===== config.mk =====
export PLATFORM = sky130hd
export DESIGN_NAME = instructie_ophaler
export DESIGN_NICKNAME = d
export VERILOG_FILES = /design/src/rtl/instructie_ophaler.sv
export SDC_FILE = /design/constraint.sdc
export NUM_CORES = 1
export LEC_CHECK = 0
export ABC_AREA = 1
export BUFFER_PORTS_ARGS = -buffer_cell sky130_fd_sc_hd__buf_2
export CORE_ASPECT_RATIO = 2
export CORE_MARGIN = 2
export CORE_UTILIZATION = 51
export CTS_CLUSTER_DIAMETER = 120
export DETAILED_ROUTE_END_ITERATION = 8
export PLACE_DENSITY = 0.84
export SYNTH_ARGS = -nofsm -noshare
export SYNTH_HDL_FRONTEND = slang
export SYNTH_SLANG_ARGS = --single-unit
export TNS_END_PERCENT = 10

===== constraint.sdc =====
create_clock -name clock -period 2.1 [get_ports clock]
set_input_delay 0 -clock clock [delete_from_list [all_inputs] [get_ports clock]]
set_output_delay 0 -clock clock [all_outputs]
set_load 0.05 [all_outputs]

===== src/rtl/instructie_ophaler.sv =====
// Instruction fetch unit: drives program-memory reads from the PC, buffers fetched
// words in a small FIFO and hands them to the decoder. A jump flushes the buffer,
// retargets the PC and discards any read that is still in flight.
module instructie_ophaler #(
  parameter int unsigned ADRES_BREEDTE = 8,
  parameter int unsigned INSTR_BREEDTE = 9,
  parameter int unsigned FIFO_DIEPTE   = 2
) (
  input  logic                     clock,
  input  logic                     reset_n,
  output logic [ADRES_BREEDTE-1:0] mem_adres,
  output logic                     mem_lees,
  input  logic                     mem_klaar,
  input  logic [INSTR_BREEDTE-1:0] mem_data,
  input  logic                     sprong,
  input  logic [ADRES_BREEDTE-1:0] sprong_adres,
  output logic [INSTR_BREEDTE-1:0] instructie,
  output logic                     instructie_geldig,
  input  logic                     instructie_neem
);

  localparam int unsigned PW = (FIFO_DIEPTE > 1) ? $clog2(FIFO_DIEPTE) : 1;
  localparam int unsigned CW = $clog2(FIFO_DIEPTE + 1);
  localparam logic [CW-1:0] DiepteC = CW'(FIFO_DIEPTE);
  localparam logic [PW-1:0] PtrMax  = PW'(FIFO_DIEPTE - 1);

  typedef enum logic [1:0] {
    StWacht,
    StLees,
    StVerwerp
  } toestand_e;

  // State and registered outputs
  toestand_e                r_toestand;
  logic [ADRES_BREEDTE-1:0] r_pc;
  logic [ADRES_BREEDTE-1:0] r_mem_adres;
  logic                     r_mem_lees;

  // Prefetch buffer
  logic [INSTR_BREEDTE-1:0] r_buf [FIFO_DIEPTE];
  logic [PW-1:0]            r_rd;
  logic [PW-1:0]            r_wr;
  logic [CW-1:0]            r_count;
  logic [INSTR_BREEDTE-1:0] r_instructie;
  logic                     r_geldig;

  // Next-state wires
  logic                     w_voltooi;
  logic                     w_push;
  logic                     w_pop;
  logic                     w_leeg_na_pop;
  logic                     w_vrij;
  logic [CW-1:0]            w_count_d;
  logic [PW-1:0]            w_rd_d;
  logic [PW-1:0]            w_wr_d;
  logic [INSTR_BREEDTE-1:0] w_kop_d;
  toestand_e                w_toestand_d;
  logic [ADRES_BREEDTE-1:0] w_pc_d;
  logic [ADRES_BREEDTE-1:0] w_adres_d;

  function automatic logic [PW-1:0] volgende(input logic [PW-1:0] p);
    return (p == PtrMax) ? '0 : p + 1'b1;
  endfunction

  assign mem_adres         = r_mem_adres;
  assign mem_lees          = r_mem_lees;
  assign instructie        = r_instructie;
  assign instructie_geldig = r_geldig;

  // FIFO bookkeeping: a jump wins over both push and pop
  always_comb begin
    w_voltooi = r_mem_lees & mem_klaar;
    // Only a completion in StLees carries a word we want; StVerwerp completions are dropped
    w_push    = (r_toestand == StLees) & w_voltooi & ~sprong;
    w_pop     = instructie_neem & r_geldig & ~sprong;

    w_count_d = r_count;
    w_rd_d    = r_rd;
    w_wr_d    = r_wr;
    if (sprong) begin
      w_count_d = '0;
      w_rd_d    = '0;
      w_wr_d    = '0;
    end else begin
      if (w_push && !w_pop) begin
        w_count_d = r_count + CW'(1);
      end else if (w_pop && !w_push) begin
        w_count_d = r_count - CW'(1);
      end
      if (w_pop) begin
        w_rd_d = volgende(r_rd);
      end
      if (w_push) begin
        w_wr_d = volgende(r_wr);
      end
    end

    // Head register: the incoming word becomes head only if nothing older survives the pop
    w_leeg_na_pop = w_pop ? (r_count == CW'(1)) : (r_count == '0);
    w_kop_d       = r_instructie;
    if (!sprong && (w_count_d != '0)) begin
      if (w_push && w_leeg_na_pop) begin
        w_kop_d = mem_data;
      end else begin
        w_kop_d = r_buf[w_rd_d];
      end
    end
  end

  // Fetch FSM next state, PC and memory request
  always_comb begin
    w_vrij       = (w_count_d < DiepteC);
    w_toestand_d = r_toestand;
    w_pc_d       = r_pc;
    if (sprong) begin
      w_pc_d = sprong_adres;
      unique case (r_toestand)
        StLees, StVerwerp: w_toestand_d = w_voltooi ? StLees : StVerwerp;
        default:           w_toestand_d = StLees;
      endcase
    end else begin
      unique case (r_toestand)
        StWacht: begin
          if (w_vrij) begin
            w_toestand_d = StLees;
          end
        end
        StLees: begin
          if (w_voltooi) begin
            w_pc_d       = r_pc + 1'b1;
            w_toestand_d = w_vrij ? StLees : StWacht;
          end
        end
        StVerwerp: begin
          if (w_voltooi) begin
            w_toestand_d = w_vrij ? StLees : StWacht;
          end
        end
        default: w_toestand_d = StWacht;
      endcase
    end
    // While discarding, keep presenting the aborted address until memory answers
    w_adres_d = (w_toestand_d == StVerwerp) ? r_mem_adres : w_pc_d;
  end

  // FSM register with registered memory-side outputs
  always_ff @(posedge clock or negedge reset_n) begin
    if (!reset_n) begin
      r_toestand  <= StWacht;
      r_pc        <= '0;
      r_mem_adres <= '0;
      r_mem_lees  <= 1'b0;
    end else begin
      r_toestand  <= w_toestand_d;
      r_pc        <= w_pc_d;
      r_mem_adres <= w_adres_d;
      r_mem_lees  <= (w_toestand_d != StWacht);
    end
  end

  // FIFO pointers, occupancy and decoder-side outputs
  always_ff @(posedge clock or negedge reset_n) begin
    if (!reset_n) begin
      r_rd         <= '0;
      r_wr         <= '0;
      r_count      <= '0;
      r_instructie <= '0;
      r_geldig     <= 1'b0;
    end else begin
      r_rd         <= w_rd_d;
      r_wr         <= w_wr_d;
      r_count      <= w_count_d;
      r_instructie <= w_kop_d;
      r_geldig     <= (w_count_d != '0);
    end
  end

  // Buffer storage; contents are only meaningful under r_count
  always_ff @(posedge clock) begin
    if (w_push) begin
      r_buf[r_wr] <= mem_data;
    end
  end

endmodule


==> flow_summary.json <==
{
  "outcome": "completed",
  "finClkSkew_ps": 10.05,
  "worstSetupStartpointType": "register",
  "drive_above_1_share_pct": 35.62,
  "drc": 0,
  "clock_latency_ps": 310,
  "setup.worst_path.end_class": "register",
  "p_sw_mw": 1.918,
  "routabilityCongestion": 0.8292,
  "wl_um": 5530,
  "hold_viol": 0,
  "grt_first_pass_wirelength_um": 9170,
  "avgViaCountPerCell": 5.377,
  "die_h_um": 104.7,
  "die_w_um": 54.33,
  "final_cells": 363,
  "async_flop_share_pct": 64.71,
  "drv_slew": 0,
  "startpoint": "r_toestand[1]$_DFF_PN0_",
  "finalSetupViolCount": 0,
  "synth_cell_type_count": 39,
  "syn_avg_cell_area_sq_um": 11.14,
  "fin_crit_sh_pct": 91.33,
  "path_clk_slew_ps": 90,
  "cts-root-buf": "clkbuf_8",
  "yosys-top-cells-count": "49 x nand2_1, 33 x dfrtp_1, 18 x edfxtp_1",
  "netlist_area_sq_um": 2584,
  "dp_hpwl_um": 3949,
  "port-buffer-count": 40,
  "yosysTopAreaCellShare_pct": 31.96,
  "combPwrFrac_pct": 52.3,
  "power_switching_share_pct": 46.31,
  "maxCapViolations": 0,
  "grt_usage_pct": 21.60,
  "antenna_found_initial": 0,
  "ant_nets": 0,
  "cts_tree": "built",
  "diodes": 0,
  "synthTopCellsByArea": "dfrtp_1 32%, edfxtp_1 21%, nand2_1 7.1%",
  "r2r_start": "r_toestand[1]$_DFF_PN0_",
  "initial_core_util_pct": 53.11,
  "share_clk_of_total_power_pct": 13.5,
  "leakage_nw": 1.417,
  "required_ps": 2280,
  "fillers": 361,
  "ios": 41,
  "final_nets": 333,
  "rows": 36,
  "synthCells": 232,
  "htreeDepth": 2,
  "finish.utilization_pct": 66.23,
  "core_sq_um": 4865,
  "yosysWarnings": 0,
  "irDropWorstVdd_v": 0.0008096,
  "synth.most_common_cell": "nand2_1",
  "timing.hold.ws_ps": 130.3,
  "first_global_vias": 2086,
  "rsz0062_at_grt": "false",
  "area_growth_pct": 24.70,
  "slew_headroom_pct": 49.16,
  "fmax_mhz": 521.4,
  "detail_route.wl_per_cell_um": 15.23,
  "hold_start": "mem_klaar",
  "vias": 1952,
  "first_pass_iters": 4,
  "syn_nets": 260,
  "synth_area_leader_cell": "dfrtp_1",
  "tightestPinTransition_ps": 762.6,
  "cts-buffers-inserted": 5,
  "hp-class": "in2reg",
  "critPathArrivalTime_ps": 2100,
  "grt_max_degree": 34,
  "clkSinkCount": 51,
  "period_minus_slack_ps": 1918,
  "gr-total-overflow": 0,
  "synth_edf_count": 18,
  "p_seq_share_pct": 34.1,
  "powerDensity_nw_per_um2": 1286,
  "drtIter0Drc": 38,
  "die-area_sq_um": 5686,
  "critPathMaxFanout": 17,
  "placedCellCount": 329,
  "crit_type": "reg2reg",
  "ys_seq_area_share_pct": 52.88,
  "ys_seq_elements": 51,
  "p_int_mw": 2.224,
  "ys.flop_type": "dfrtp_1",
  "clk_path_buf_depth": 2
}
per-layer routing:
| layer | share of wire (%) | global-route usage (%) | wire, um | up-vias |
|---|---|---|---|---|
| li1 | - | - | - | 949 |
| met1 | 36 | 22.14 | 1979 | 934 |
| met2 | 58 | 40.96 | 3211 | 57 |
| met3 | 3.8 | 2.857 | 208 | 12 |
| met4 | 2.4 | 7.321 | 131 | 0 |
| met5 | 0 | 0 | 0 | - |
flip-flops by register name, indices dropped and copies added, names as in the netlist:
signal	flops
r_count	2
r_pc	8
r_toestand	2
r_rd	1
r_buf	18
mem_lees	1
mem_adres	8
instructie	9
instructie_geldig	1
r_wr	1
per-stage QoR:
| stage | worst slack, ps | power (mW) | area (sq um) | TNS (ps) |
|---|---|---|---|---|
| 2_1_floorplan | 173.1 | 2.982 | 2584 | 0 |
| 3_3_place_gp | 46.90 | 3.295 | 2835 | 0 |
| 3_5_place_dp | -66.62 | 3.379 | 2835 | -231.7 |
| 4_1_cts | 57.86 | 4.051 | 3156 | 0 |
| 5_1_grt | 14.39 | 4.393 | 3222 | 0 |
| 6_report | 182.0 | 4.142 | 3222 | 0 |
layout make-up:
| cell class | count | area (sq um) | share of cell area [%] |
|---|---|---|---|
| Sequential cell | 51 | 1368 | 42.45 |
| Multi-Input combinational cell | 157 | 1115 | 34.60 |
| Tap cell | 57 | 71.32 | 2.214 |
| Clock inverter | 2 | 12.51 | 0.3883 |
| Clock buffer | 6 | 72.57 | 2.252 |
| Timing Repair Buffer | 70 | 508.0 | 15.77 |
| Inverter | 20 | 75.07 | 2.330 |
power by group through the flow:
stage | combinational [mW] | clock, mW | sequential (mW)
3_3_place_gp | 1.88 | 0 | 1.41
3_5_place_dp | 1.95 | 0 | 1.43
4_1_cts | 2.08 | 0.565 | 1.41
5_1_grt | 2.33 | 0.613 | 1.45
6_report | 2.17 | 0.560 | 1.41
2_1_floorplan | 1.04 | 0 | 1.94
logic make-up (layout without fill, tap and decap cells):
logic type | after synthesis | in the layout | share of synthesized area [%]
flops | 51 | 51 | 52.88
buf+inv | 25 | 98 | 5.133
compound gates | 43 | 43 | 15.69
xor+xnor | 3 | 3 | 1.017
fa+ha+maj | 6 | 6 | 2.905
simple gates | 104 | 105 | 22.37
critical path, cell delays in order (launching register included):
cell and delay (ps):
dfrtp_1 410, inv_1 120, ha_4 160, nand3_4 100, buf_4 160, nand3_1 100, nand3_2 120, nand2_1 150
o21ai_4 80, buf_12 160, nor2_1 180, a31oi_4 40
layout by cell type, fill, tap and decap left out, drive strengths merged, types with 4 or more instances in the layout:
master and instances:
ha 6, inv 19, nand2 58, nand3 20
dlygate4sd3 18, o211ai 9, nand4 8, dfrtp 33
o21a 4, buf 52, edfxtp 18, clkbuf 6
o21ai 15, nor2 16, a31oi 6
timing repair:
| action | CTS | global route |
|---|---|---|
| resized for setup | 0 | 4 |
| gates cloned | 0 | 1 |
| hold endpoints to repair | 63 | 0 |
| hold buffers | 18 | 0 |
| buffers inserted | 4 | 3 |
| pin swaps | 1 | 2 |
| setup endpoints to repair | 8 | 10 |
final timing paths:
check                                                 end  slack (ps)  cells past startpoint
max in group asynchronous            r_count[0]$_DFF_PN0_        1290                      2
min in group asynchronous       instructie[1]$_DFFE_PN0P_         290                      2
worst min-delay path                    r_pc[1]$_DFF_PN0_         130                      5
worst max register to register  instructie[5]$_DFFE_PN0P_         180                     11
worst min register to register  instructie[6]$_DFFE_PN0P_         530                      2
worst max-delay path            instructie[5]$_DFFE_PN0P_         180                     11
Note: power is estimated with default switching activity, not from simulation.
